File: src/rtl/div_unit_if.sv
// Request/result bundle between the execute stage and the iterative divider.
// The master issues DIV/DIVU requests. The slave returns a stall request and HI/LO write data.
interface div_unit_if;
  logic        start;
  logic        signed_div;
  logic [31:0] dividend;
  logic [31:0] divisor;
  logic        cancel;
  logic        stall_req;
  logic        result_valid;
  logic        hi_we;
  logic        lo_we;
  logic [31:0] hi_wdata;
  logic [31:0] lo_wdata;

  modport master (
    output start, signed_div, dividend, divisor, cancel,
    input  stall_req, result_valid, hi_we, lo_we, hi_wdata, lo_wdata
  );

  modport slave (
    input  start, signed_div, dividend, divisor, cancel,
    output stall_req, result_valid, hi_we, lo_we, hi_wdata, lo_wdata
  );
endinterface

File: src/rtl/div_unit.sv
// Radix-2 restoring 32-bit divider. It retires one quotient bit per cycle.
// It writes the remainder to HI and the quotient to LO.
module div_unit (
  input  logic       clk,
  input  logic       rst,
  div_unit_if.slave  bus
);

  localparam logic [1:0] IDLE = 2'd0;
  localparam logic [1:0] CALC = 2'd1;
  localparam logic [1:0] DONE = 2'd2;

  logic [1:0]  state;
  logic [4:0]  cnt;
  logic [31:0] rem;
  logic [31:0] quo;
  logic [31:0] dvsr;
  logic        sd;
  logic        sv;
  logic        dz;

  logic        accept;
  logic        neg_a;
  logic        neg_b;
  logic [31:0] mag_a;
  logic [31:0] mag_b;
  logic [32:0] rem_sh;
  logic [32:0] diff;
  logic        fits;
  logic [31:0] rem_nxt;
  logic [31:0] quo_nxt;
  logic [31:0] lo_res;
  logic [31:0] hi_res;

  assign accept = (state == IDLE) & bus.start & ~bus.cancel;
  assign neg_a  = bus.signed_div & bus.dividend[31];
  assign neg_b  = bus.signed_div & bus.divisor[31];
  assign mag_a  = neg_a ? -bus.dividend : bus.dividend;
  assign mag_b  = neg_b ? -bus.divisor  : bus.divisor;

  // NOTE: every always_comb output gets a value on every path, so no latch can be inferred.
  always_comb begin
    rem_sh  = {rem, quo[31]};
    diff    = rem_sh - {1'b0, dvsr};
    fits    = rem_sh >= {1'b0, dvsr};
    rem_nxt = fits ? diff[31:0] : rem_sh[31:0];
    quo_nxt = {quo[30:0], fits};
    // With a zero divisor, every step just shifts. rem then ends up equal to |dividend|,
    // and the sign fix-up below restores the original dividend for HI.
    lo_res  = dz ? 32'hFFFF_FFFF : ((sd ^ sv) ? -quo_nxt : quo_nxt);
    hi_res  = sd ? -rem_nxt : rem_nxt;
  end

  // NOTE: sequential state uses non-blocking assignments only, so every register sees pre-edge values.
  always_ff @(posedge clk or posedge rst) begin
    if (rst) begin
      state        <= IDLE;
      cnt          <= '0;
      rem          <= '0;
      quo          <= '0;
      dvsr         <= '0;
      sd           <= 1'b0;
      sv           <= 1'b0;
      dz           <= 1'b0;
      bus.hi_wdata <= '0;
      bus.lo_wdata <= '0;
    end else if (bus.cancel) begin
      state <= IDLE;
    end else begin
      case (state)
        IDLE: begin
          if (accept) begin
            state <= CALC;
            cnt   <= '0;
            rem   <= '0;
            quo   <= mag_a;
            dvsr  <= mag_b;
            sd    <= neg_a;
            sv    <= neg_b;
            dz    <= (bus.divisor == 32'd0);
          end
        end
        CALC: begin
          rem <= rem_nxt;
          quo <= quo_nxt;
          cnt <= cnt + 5'd1;
          if (cnt == 5'd31) begin
            state        <= DONE;
            bus.hi_wdata <= hi_res;
            bus.lo_wdata <= lo_res;
          end
        end
        DONE:    state <= IDLE;
        default: state <= IDLE;
      endcase
    end
  end

  // The stall request drops in the same cycle as a flush, so the pipeline is never held for a dead operation.
  assign bus.stall_req    = ~bus.cancel & (((state == IDLE) & bus.start) | (state == CALC));
  assign bus.result_valid = (state == DONE) & ~bus.cancel;
  assign bus.hi_we        = bus.result_valid;
  assign bus.lo_we        = bus.result_valid;

endmodule

File: src/flat_wrapper.sv
// flat-port wrapper written by rule: the top's interface ports become plain ports
module div_unit_flat 
  (clk, rst, bus_start, bus_signed_div, bus_dividend, bus_divisor, bus_cancel, bus_stall_req, bus_result_valid, bus_hi_we, bus_lo_we, bus_hi_wdata, bus_lo_wdata);
  div_unit_if bus_i ();
  input  logic clk;
  input  logic rst;
  input wire logic [$bits(bus_i.start)-1:0] bus_start;
  input wire logic [$bits(bus_i.signed_div)-1:0] bus_signed_div;
  input wire logic [$bits(bus_i.dividend)-1:0] bus_dividend;
  input wire logic [$bits(bus_i.divisor)-1:0] bus_divisor;
  input wire logic [$bits(bus_i.cancel)-1:0] bus_cancel;
  output wire logic [$bits(bus_i.stall_req)-1:0] bus_stall_req;
  output wire logic [$bits(bus_i.result_valid)-1:0] bus_result_valid;
  output wire logic [$bits(bus_i.hi_we)-1:0] bus_hi_we;
  output wire logic [$bits(bus_i.lo_we)-1:0] bus_lo_we;
  output wire logic [$bits(bus_i.hi_wdata)-1:0] bus_hi_wdata;
  output wire logic [$bits(bus_i.lo_wdata)-1:0] bus_lo_wdata;
  assign bus_i.start = bus_start;
  assign bus_i.signed_div = bus_signed_div;
  assign bus_i.dividend = bus_dividend;
  assign bus_i.divisor = bus_divisor;
  assign bus_i.cancel = bus_cancel;
  assign bus_stall_req = bus_i.stall_req;
  assign bus_result_valid = bus_i.result_valid;
  assign bus_hi_we = bus_i.hi_we;
  assign bus_lo_we = bus_i.lo_we;
  assign bus_hi_wdata = bus_i.hi_wdata;
  assign bus_lo_wdata = bus_i.lo_wdata;
  div_unit u_core (.clk(clk), .rst(rst), .bus(bus_i));
endmodule
File: config.mk
export PLATFORM = sky130hd
export DESIGN_NAME = div_unit_flat
export DESIGN_NICKNAME = d
export VERILOG_FILES = /design/src/rtl/div_unit_if.sv /design/src/rtl/div_unit.sv /design/src/flat_wrapper.sv
export SDC_FILE = /design/constraint.sdc
export NUM_CORES = 1
export LEC_CHECK = 0
export ABC_CLOCK_PERIOD_IN_PS = 9000
export CORE_UTILIZATION = 50
export CTS_CLUSTER_DIAMETER = 120
export DETAILED_ROUTE_END_ITERATION = 7
export HOLD_SLACK_MARGIN = 0.05
export MAX_ROUTING_LAYER = met4
export PLACE_DENSITY = 0.84
export REMOVE_ABC_BUFFERS = 1
export SYNTH_ARGS = -nofsm -noshare
export SYNTH_HDL_FRONTEND = slang
export SYNTH_SLANG_ARGS = --single-unit
File: constraint.sdc
create_clock -name clk -period 9 [get_ports clk]
set_input_delay 1.8 -clock clk [delete_from_list [all_inputs] [get_ports clk]]
set_output_delay 1.8 -clock clk [all_outputs]
set_load 0.03 [all_outputs]
Word level (Yosys, flattened, before mapping)
Index checks and enable logic that the tools add are counted.
{"block": "op_classes", "muxes": 16, "n_reduce_logical": 7, "n_lt_le_gt_ge": 1, "bitwise": 9, "addsub": 6, "n_eq_ne": 6}
{"op": "2-to-1 mux 32 bit", "count": 8}
{"op": "negator 32 bit", "count": 4}
{"op": "case mux 32 bit (2 select lines)", "count": 2}
{"op": ">= comparator 33 x 32 -> 1 bit", "count": 1}
{"op": "zero test 32 bit", "count": 1}
{"op": "subtractor 32 bit", "count": 1}
{"op": "case mux 5 bit (2 select lines)", "count": 1}
{"op": "AND reduction 3 bit", "count": 3}
{"op": "bitwise AND 1 bit", "count": 6}
{"op": "2-to-1 mux 2 bit", "count": 3}
{"op": "!= test 3 x 2 -> 1 bit, second input constant", "count": 2}
{"op": "adder 5 x 1 -> 5 bit, second input constant", "count": 1}
{"op": "equality test 5 bit, second input constant", "count": 1}
{"op": "2-to-1 mux 5 bit", "count": 1}
{"op": "case mux 2 bit (2 select lines)", "count": 1}
{"op": "equality test 2 x 1 -> 1 bit, second input constant", "count": 1}
{"op": "equality test 2 bit, second input constant", "count": 1}
{"op": "zero test 2 bit", "count": 1}
{"op": "!= test 2 x 1 -> 1 bit, second input constant", "count": 1}
{"op": "AND reduction 2 bit", "count": 1}
{"op": "nonzero test 2 bit", "count": 1}
{"op": "NOT 1 bit", "count": 1}
{"op": "OR 1 bit", "count": 1}
{"op": "XOR 1 bit", "count": 1}
{"block": "totals", "regBits": 170, "word_cells": 55}

Depth between registers and ports, before layout
{"block": "logic_depth", "depth_word": 6, "depth_mapped": 21, "mapped_depth_nobuf": 18}

Least setup slack after synthesis
Ideal clock, no wire load.
{"block": "synth_timing", "path_type": "input port to output port", "from": "input port bus_cancel", "to": "output port bus_lo_we", "stages": 2, "arrival_ns": 2.938, "path_slack_ns": 4.262, "cell_sequence": "nor3b_1 buf_4"}
{"block": "synth_between", "elab_chain_len": 2}
{"item": "start: declaration", "line": "flat_wrapper.sv:11", "rtl": "input wire logic [$bits(bus_i.cancel)-1:0] bus_cancel;"}
{"item": "NOT 1 bit (no line)"}
{"item": "bitwise AND 1 bit", "line": "div_unit.sv:101", "rtl": "assign bus.result_valid = (state == DONE) & ~bus.cancel;"}
{"item": "end: declaration", "line": "flat_wrapper.sv:15", "rtl": "output wire logic [$bits(bus_i.lo_we)-1:0] bus_lo_we;"}
No other way between the ends.

Worst setup path in the final report
{"block": "layout_timing", "from": "input port bus_cancel", "to": "output port bus_stall_req"}
{"block": "layout_between", "elab_chain_len": 2}
{"item": "NOT 1 bit (no line)"}
{"item": "bitwise AND 1 bit", "line": "div_unit.sv:100", "rtl": "assign bus.stall_req = ~bus.cancel & (((state == IDLE) & bus.start) | (state == CALC));"}
{"item": "end: declaration", "line": "flat_wrapper.sv:12", "rtl": "output wire logic [$bits(bus_i.stall_req)-1:0] bus_stall_req;"}
No other way between the ends.

==> qor.txt <==
DP Area: 13400 µm²
outcome: finished clean
Setup CP Type: in2out
max-cap viol count: 0
min-delay src: u_core.bus.hi_wdata[9]$_DFFE_PP0P_
Yosys reg bits: 170
drt pass-1 iters: 6
Register-to-Register Path Depth: 16
DR WL/cell: 18.0 µm
IO Port Bufs: 136
reg2reg end: u_core.bus.hi_wdata[31]$_DFFE_PP0P_
count of cell types in the netlist: 68
post-synthesis xor/xnor area fraction: 10.9%
pre-CTS WS: 2620 ps
Starting Density: 51.5%
synthesized area: 11800 µm²
Slew @ Worst Pin: 1200 ps
TritonCTS clock tree: built
Max Slew Vio Count: 0
Slew headroom: 19.7%
largest net degree at the start of global routing: 106
final hold violations: 0
adder-cell share of the synthesized area: 4.20%
# diodes: 0
crit path time final: 6440 ps
CTS buffer count: 17
post-synth top area share: 36.0%
FP Rows: 55
Post-Route WL: 34300 µm
Pleak: 5.85 nW
Synth Area in Compound Gates: 22.4%
Main synth FF type: dfrtp_1
R2R setup slack: 3530 ps
worst hold endpoint: u_core.bus.hi_wdata[9]$_DFFE_PP0P_
post-synth top area cell: dfrtp_1
Chip Height: 156 µm
clk_lat worst skew: 440 ps
vias per inst: 5.97
RSZ-0062 raised after global routing: no
WP data arrival: 4640 ps
Placer Congestion: 0.989
first-pass GRT wire length: 55300 µm
Mapped Avg Cell Area: 7.92 µm²
worst-path maximum fanout: 89
hold crit path type: reg2reg
DIE WIDTH: 156 µm
GRT Total Usage: 29.9%
Vias: 11400
Synth area leaders: dfrtp_1 36%, o21ai_0 7.7%, xnor2_1 7.1%
Setup crit end kind: primary output
setup skew after layout: 13.2 ps
Cells after Synth: 1490
Final period util: 71.6%
setup TNS: 0 ps
nets: 1685
setup violators final: 0
crit start category: input pin
Fill cells: 2011
worst reg2reg startpoint: u_core.rem[5]$_DFFE_PP0P_
clk slew on worst S/H paths: 70 ps
Die ar.: 24200 µm²
CTS hold repair buffers: 0
Final HPWL DP: 25700 µm
top cells by count, synth: 213 x nand2_1, 181 x o21ai_0, 170 x dfrtp_1
number of synthesized flops with an enable pin: 0
post-synthesis simple-gate area fraction: 19.3%
worst hold path depth: 2
number of DRC markers in iteration 0: 1069
synth warn: 0
PwrDens: 338 nW/µm²
grt ovf: 0
fmax: 0.155 GHz
Peak supply drop: 0.170 mV
Longest Clk Path Bufs: 2
area grow syn2layout: 18.5%
Resize count post-CTS: 0
async set-reset flop share out of synthesis: 100%
Final Cell Area: 14000 µm²
htree depth: 4
layout cells sized above 1: 4.15%
Core ar.: 22900 µm²
I/O pin total: 137
antenna violations before repair: 0
CTS Sinks: 170
ANT nets after route: 0
DRC: 0
Crit path required time: 7200 ps
mux cell area share after synthesis: 2.33%
Setup WS post-layout: 2560 ps
root buffer cell: clkbuf_16
vias in the first global route: 10800
count leader, synth: nand2_1
Seq/Total Area, Yosys: 36.0%
largest family of logic cells by synthesized area: compound AO/OA/AOI/OAI gates
Post-CTS Setup Bufs: 0
## metrics by stage
stage	total power, mW	hold WS (ps)	instances	util [%]
after global placement	3.85	460	1871	58.3
after floorplan	3.11	444	1410	-
after detailed placement	3.88	471	1871	58.3
after global routing	5.05	507	1903	61.0
after CTS	4.67	487	1903	61.0
final	4.73	482	1903	61.0
## layout by cell type, fill, tap and decap left out, drive strengths merged, types with 31 or more instances in the layout
| cell | count |
|---|---|
| ha | 38 |
| nor3 | 31 |
| a21oi | 146 |
| nand2 | 213 |
| xnor2 | 96 |
| o21ai | 185 |
| clkdlybuf4s50 | 136 |
| dfrtp | 170 |
| inv | 71 |
| nor2 | 136 |
| xor2 | 51 |
## state kept, by name, indices dropped and copies added (netlist names)
name	flops
u_core.bus.hi_wdata	32
u_core.quo	32
u_core.bus.lo_wdata	32
u_core.state	2
u_core.dz	1
u_core.rem	32
u_core.sv	1
u_core.sd	1
u_core.dvsr	32
u_core.cnt	5
## metal layers
layer	wire length (µm)	track usage, %	share of wire (%)
met5	0	-	0
met4	1230	12.7	3.6
met3	2620	4.75	7.6
met2	15900	46.4	46
met1	14600	38.8	42
## final cells by class
class / instances / area [µm²] / share of cell area [%]
Timing Repair Buffer: 148 / 1450 / 10.4
Clock inverter: 15 / 200 / 1.43
Multi-Input combinational cell: 1174 / 7010 / 50.1
Clock buffer: 17 / 425 / 3.04
Sequential cell: 170 / 4250 / 30.4
Inverter: 66 / 253 / 1.81
Tap cell: 313 / 392 / 2.80
## worst max path at each step
| stage | startpoint | cells after the start | end | slack [ps] |
|---|---|---|---|---|
| 5_1_grt | bus_cancel | 6 | bus_stall_req | 2350 |
| 2_1_floorplan | bus_start | 2 | bus_stall_req | 1080 |
| 6_report | bus_cancel | 6 | bus_stall_req | 2560 |
| 3_3_place_gp | bus_cancel | 6 | bus_stall_req | 2630 |
| 4_1_cts | bus_cancel | 6 | bus_stall_req | 2610 |
| 3_5_place_dp | bus_cancel | 6 | bus_stall_req | 2620 |
## cells by family (layout without fill, tap and decap cells)
family	after synthesis	count (layout)
adders and majority gates	39	39
buffers and inverters	146	246
muxes	27	27
DFF	170	170
AOI/OAI and AO/OA	454	454
and+or+nand+nor	507	507
xor gates and xnor gates	147	147
## report_power, final
part / leakage (nW) / total (mW) / internal (mW) / switching [mW]
combinational: 3.29 / 2.86 / 1.05 / 1.81
sequential: 2.25 / 1.10 / 0.916 / 0.187
clock: 0.304 / 0.770 / 0.404 / 0.366
total: 5.85 / 4.73 / 2.37 / 2.36
## worst max-delay path, stage by stage
cell,delay [ps]
clkdlybuf4s50_1,510
nor2_1,90
o21ai_4,60
buf_4,660
clkinv_1,690
clkdlybuf4s50_1,760
Power figures use the tool's default switching activity.
